==> src/rtl/weight_update_feeder.sv <==
// Gradient-word FIFO, per-lane learning-rate scaling and layer/row tagging ahead of weight storage.
// Define WEIGHT_UPDATE_SATURATE_EN to clamp scaled lanes to signed 16-bit instead of wrapping.
module weight_update_feeder #(
    parameter int DATA_WIDTH     = 48,
    parameter int LANE_WIDTH     = 16,
    parameter int FRAC_BITS      = 8,
    parameter int FIFO_DEPTH     = 8,
    parameter int ROWS_PER_LAYER = 4,
    parameter int NUM_LAYERS     = 3
) (
    input  logic                  clk_clk,
    input  logic                  reset_reset_n,
    input  logic                  dc_dw_valid,
    input  logic [DATA_WIDTH-1:0] dc_dw_stream,
    output logic                  dc_dw_ready,
    input  logic [15:0]           learning_rate,
    input  logic                  epoch_start,
    input  logic                  update_stall,
    output logic                  is_update,
    output logic [DATA_WIDTH-1:0] dc_dw,
    output logic [31:0]           layer_index,
    output logic [31:0]           row_index,
    output logic                  epoch_done
);

    localparam int NLANES = DATA_WIDTH / LANE_WIDTH;
    localparam int AW     = $clog2(FIFO_DEPTH);
    localparam int PW     = LANE_WIDTH + 17;  // signed lane x zero-extended 16-bit rate
    localparam logic signed [PW:0] HALF = (PW+1)'(1 << (FRAC_BITS-1));

    typedef enum logic [1:0] {IDLE, SCALE, ISSUE} state_t;

    state_t                  state_q;
    logic [DATA_WIDTH-1:0]   mem_q [FIFO_DEPTH];
    logic [AW-1:0]           wr_ptr_q, rd_ptr_q;
    logic [AW:0]             cnt_q;
    logic signed [PW-1:0]    prod_q [NLANES];
    logic                    is_update_q;
    logic [DATA_WIDTH-1:0]   dc_dw_q;
    logic [31:0]             layer_q, row_q;
    logic                    clr_pend_q;
    logic [DATA_WIDTH-1:0]   head;
    logic [DATA_WIDTH-1:0]   scaled;
    logic                    push, pop, complete, last_pos;

    assign dc_dw_ready = (cnt_q != (AW+1)'(FIFO_DEPTH));
    assign push        = dc_dw_valid && dc_dw_ready;
    assign pop         = (state_q == IDLE) && (cnt_q != '0);
    assign head        = mem_q[rd_ptr_q];
    assign complete    = is_update_q && !update_stall;
    assign last_pos    = (layer_q == '0) && (row_q == 32'(ROWS_PER_LAYER-1));

    assign is_update   = is_update_q;
    assign dc_dw       = dc_dw_q;
    assign layer_index = layer_q;
    assign row_index   = row_q;
    assign epoch_done  = reset_reset_n && complete && last_pos;

    always_ff @(posedge clk_clk) begin
        if (push) mem_q[wr_ptr_q] <= dc_dw_stream;
    end

    always_ff @(posedge clk_clk) begin
        if (!reset_reset_n) begin
            wr_ptr_q <= '0;
            rd_ptr_q <= '0;
            cnt_q    <= '0;
        end else begin
            if (push) wr_ptr_q <= wr_ptr_q + AW'(1);
            if (pop)  rd_ptr_q <= rd_ptr_q + AW'(1);
            case ({push, pop})
                2'b10:   cnt_q <= cnt_q + (AW+1)'(1);
                2'b01:   cnt_q <= cnt_q - (AW+1)'(1);
                default: cnt_q <= cnt_q;
            endcase
        end
    end

`ifdef WEIGHT_UPDATE_SATURATE_EN
    localparam logic signed [PW:0] SAT_MAX = (PW+1)'((1 << (LANE_WIDTH-1)) - 1);
    localparam logic signed [PW:0] SAT_MIN = ~SAT_MAX;
    logic signed [PW:0] shr [NLANES];

    always_comb begin
        scaled = '0;
        for (int k = 0; k < NLANES; k++) begin
            shr[k] = (prod_q[k] + HALF) >>> FRAC_BITS;
            if (shr[k] > SAT_MAX)
                scaled[k*LANE_WIDTH +: LANE_WIDTH] = LANE_WIDTH'(SAT_MAX);
            else if (shr[k] < SAT_MIN)
                scaled[k*LANE_WIDTH +: LANE_WIDTH] = LANE_WIDTH'(SAT_MIN);
            else
                scaled[k*LANE_WIDTH +: LANE_WIDTH] = LANE_WIDTH'(shr[k]);
        end
    end
`else
    always_comb begin
        scaled = '0;
        for (int k = 0; k < NLANES; k++)
            scaled[k*LANE_WIDTH +: LANE_WIDTH] = LANE_WIDTH'((prod_q[k] + HALF) >>> FRAC_BITS);
    end
`endif

    always_ff @(posedge clk_clk) begin
        if (!reset_reset_n) begin
            state_q     <= IDLE;
            is_update_q <= 1'b0;
            dc_dw_q     <= '0;
            layer_q     <= 32'(NUM_LAYERS-1);
            row_q       <= '0;
            clr_pend_q  <= 1'b0;
            for (int k = 0; k < NLANES; k++) prod_q[k] <= '0;
        end else begin
            case (state_q)
                IDLE: if (pop) begin
                    for (int k = 0; k < NLANES; k++)
                        prod_q[k] <= PW'($signed(head[k*LANE_WIDTH +: LANE_WIDTH]))
                                   * PW'($signed({1'b0, learning_rate}));
                    state_q <= SCALE;
                end
                SCALE: begin
                    dc_dw_q     <= scaled;
                    is_update_q <= 1'b1;
                    state_q     <= ISSUE;
                end
                ISSUE: if (!update_stall) begin
                    is_update_q <= 1'b0;
                    state_q     <= IDLE;
                end
                default: state_q <= IDLE;
            endcase

            // Tags must hold while an update waits, so a clear seen then is deferred to completion.
            if (complete) begin
                clr_pend_q <= 1'b0;
                if (epoch_start || clr_pend_q) begin
                    row_q   <= '0;
                    layer_q <= 32'(NUM_LAYERS-1);
                end else if (row_q == 32'(ROWS_PER_LAYER-1)) begin
                    row_q   <= '0;
                    layer_q <= (layer_q == '0) ? 32'(NUM_LAYERS-1) : layer_q - 32'd1;
                end else begin
                    row_q <= row_q + 32'd1;
                end
            end else if (epoch_start) begin
                if (state_q == ISSUE) begin
                    clr_pend_q <= 1'b1;
                end else begin
                    row_q   <= '0;
                    layer_q <= 32'(NUM_LAYERS-1);
                end
            end
        end
    end

endmodule

==> config.mk <==
export PLATFORM = sky130hd
export DESIGN_NAME = weight_update_feeder
export DESIGN_NICKNAME = d
export VERILOG_FILES = /design/src/rtl/weight_update_feeder.sv
export SDC_FILE = /design/constraint.sdc
export NUM_CORES = 2
export LEC_CHECK = 0
export ABC_AREA = 1
export BUFFER_PORTS_ARGS = -buffer_cell sky130_fd_sc_hd__buf_2
export CELL_PAD_IN_SITES_DETAIL_PLACEMENT = 0
export CELL_PAD_IN_SITES_GLOBAL_PLACEMENT = 2
export CORE_MARGIN = 8
export CORE_UTILIZATION = 43
export DETAILED_ROUTE_END_ITERATION = 12
export GPL_ROUTABILITY_DRIVEN = 0
export HOLD_SLACK_MARGIN = 0.02
export PLACE_DENSITY = 0.91
export SLEW_MARGIN = 20
export SYNTH_ARGS = -nofsm -noshare
export SYNTH_HDL_FRONTEND = slang
export SYNTH_SLANG_ARGS = --single-unit
==> constraint.sdc <==
create_clock -name clk_clk -period 14 [get_ports clk_clk]
set_input_delay 2.8 -clock clk_clk [delete_from_list [all_inputs] [get_ports clk_clk]]
set_output_delay 2.8 -clock clk_clk [all_outputs]
set_load 0.01 [all_outputs]
==> metrics.md <==
| Metric | Value |
|---|---|
| Status | `complete, no violations` |
| Clk sinks | `around 560` |
| Final Hold Viols | `0` |
| Clock Tree Buf Depth | `3` |
| Area Growth Syn to Fin | `9.022%` |
| RR Endpoint | `prod_q[0][56]$_SDFFCE_PN0P_` |
| Clk pin slew, worst setup/hold paths | `0.06 ns` |
| Number of global-route vias before repair | `34560` |
| Vias per std cell | `5.118` |
| Critical Path End Type | `flop` |
| Core Area | `roughly 0.10 mm^2` |
| Row cnt | `119` |
| Die area | `between 0.1 and 0.15 mm^2` |
| Synthesized area per cell | `8.801 um^2` |
| Clock latency on the worst-skew pair | `between 0.6 and 0.7 ns` |
| Period utilisation layout | `0.6492` |
| Crit-path max FO | `28` |
| Total CTS buffers | `61` |
| Final HPWL DP | `91.97 mm` |
| Residual DRC | `0` |
| Htree depth | `2` |
| Fin util | `0.4717` |
| Initial DRC Count | `2277` |
| Slew HR | `0.2320` |
| Setup slack, reg-to-reg | `5.58 ns` |
| Crit path arrival time | `9.49 ns` |
| Clock skew | `0.04690 ns` |
| FF+latch count, synth | `between 500 and 600` |
| Layout cells sized above 1 | `0.06992` |
| Pins Over Slew Limit | `0` |
| Syn_nets | `5977` |
| Area leader, netlist | `edfxtp_1` |
| Post-Syn Instances | `5161` |
| Number of synthesized flops with an enable pin | `435` |
| Top cells by area, synth | `edfxtp_1 (29%), fa_1 (22%), inv_1 (8.5%)` |
| CP required | `about 14 ns` |
| Synth top area share | `0.2876` |
| CP Launch Point | `learning_rate[9]` |
| WL final | `between 100 and 150 mm` |
| Drt wl/cell | `19.01 um` |
| Post-synthesis async set-or-reset flop share | `0` |
| R2R cell count | `26` |
| Global-route wire length before repair | `199.0 mm` |
| Worst hold path cell count | `2` |
| Final setup vio count | `0` |
| Root Buffer | `clkbuf_16` |
| Most used flip-flop cell after synthesis | `edfxtp_1` |
| Placed Cells | `between 6000 and 7000` |
| Initial DRT Pass Iterations | `6` |
| Final cell count without fillers | `roughly 6700` |
| Starting Density | `0.4327` |
| Min cycle time layout | `9.089 ns` |
| Post-synthesis sequential area ratio | `0.3445` |
| Max-cap viol count | `0` |
| Ports | `about 180` |
| Fin nets | `6057` |
| CTS resizes | `0` |
| Die width | `341.0 um` |
| Setup TNS | `0 ns` |
| Max Fclk | `110.0 MHz` |
| Largest net degree at the start of global routing | `89` |
| Critical Path Start Type | `input pin` |
| Antenna violations before repair | `11` |
| Fin Hold WS | `0.4723 ns` |
| Post-synth cell types | `51` |
| Hold buffer count at cts | `0` |
| Most frequent cell after synthesis | `inv_1` |
| I/O Buffers | `183` |
| Total grt overflow | `0` |
| Hold wc startpoint | `rd_ptr_q[2]$_SDFFE_PN0P_` |
| Setup CP Type | `input pin to flop` |
| Post-CTS Setup Inserts | `0` |
| Antenna-violating nets left | `0` |
| TritonCTS clock tree | `yes` |
| DR vias | `34230` |
| Slew @ Worst Pin | `1.145 ns` |
| Top cells by count, synth | `inv_1 (1034), nand2_1 (860), nor2_1 (785)` |
| Yosys warning count | `0` |
| RSZ-0062 raised after global routing | `false` |
| Worst hold path type | `flop to flop` |
| Mapped Area | `0.04542 mm^2` |
| GRT Total Usage | `0.2179` |
| Die Height | `341.0 um` |
## worst max-delay path, stage by stage
cell	delay [ns]
buf_2	0.08
buf_4	0.42
clkinv_1	1.05
nor2_1	0.43
fa_1	0.46
inv_1	0.08
fa_1	0.43
fa_1	0.52
inv_1	0.06
fa_1	0.50
fa_1	0.49
inv_1	0.05
fa_1	0.47
inv_1	0.04
ha_1	0.37
a21oi_1	0.31
o21ai_0	0.14
a21oi_1	0.18
nand2_1	0.14
a21oi_1	0.24
nand2_1	0.08
nand2_1	0.06
nor2_1	0.05
## flip-flops by register name, summed over array words and instances (netlist names), named ones only
register / cells
cnt_q: 4
wr_ptr_q: 3
is_update: 1
state_q: 2
layer_index: 32
dc_dw: 48
clr_pend_q: 1
rd_ptr_q: 3
prod_q: 51
mem_q: 384
row_index: 32
## logic make-up (layout without fill, tap and decap cells)
group / Yosys count / after routing / synth area share
AND/OR/NAND/NOR: 1982 / 1982 / 0.1769
buffers and inverters: 1249 / 1380 / 0.1070
adder cells (fa/ha/maj): 747 / 747 / 0.2892
flip-flops: 564 / 564 / 0.3445
AO/OA/AOI/OAI: 530 / 530 / 0.06526
XOR/XNOR: 89 / 89 / 0.01716
other: 0 / 5 / 0
## cell type report
cell class | count | area, um^2
tap | 1391 | 1740
clock buffer | 79 | 1659
clock inverter | 35 | 350.3
sequential | 564 | 15650
multi-input combinational | 3348 | 24980
fill | 10190 | 55450
antenna | 5 | 12.51
timing repair buffer | 220 | 1194
inverter | 1046 | 3930
## layout by cell type, fill, tap and decap left out, types with 15 or more instances in the layout
cell type,instances
clkbuf_16,62
o21ai_0,233
o211ai_1,15
edfxtp_1,435
a21oi_1,163
buf_2,183
xnor2_1,29
dfxtp_1,126
nor4_1,15
ha_1,242
nand4_1,44
buf_4,37
nor3_1,41
nand2_1,859
nand3_1,198
fa_1,505
o21ai_1,40
clkinv_2,16
xor2_1,60
inv_1,1031
nor2_1,777
o221ai_1,36
## routing by layer
| layer | vias up | track usage | share of wire |
|---|---|---|---|
| li1 | 16240 | - | - |
| met1 | 16780 | 0.2996 | 0.45 |
| met2 | 1013 | 0.3560 | 0.45 |
| met3 | 186 | 0.03816 | 0.069 |
| met4 | 10 | 0.05801 | 0.027 |
| met5 | - | 0 | 0.00053 |
## through the flow
stage                     setup slack (ns)  cell area (um^2)
after floorplan                      5.742             45420
after global placement               4.461             47500
after detailed placement             4.360             47500
after CTS                            5.092             49510
after global routing                 4.645             49510
final                                4.911             49520
## worst max-delay path by stage
stage	slack (ns)	depth (start not counted)	to
after floorplan	5.74	23	prod_q[0][56]$_SDFFCE_PN0P_
after global placement	4.46	21	prod_q[0][56]$_SDFFCE_PN0P_
after detailed placement	4.36	21	prod_q[0][56]$_SDFFCE_PN0P_
after CTS	5.09	21	prod_q[0][56]$_SDFFCE_PN0P_
after global routing	4.65	21	prod_q[0][56]$_SDFFCE_PN0P_
final	4.91	23	prod_q[0][89]$_SDFFCE_PN0P_
Power is not shown: default switching activity piles up to over one toggle a cycle in this logic, so the estimate is an artifact.
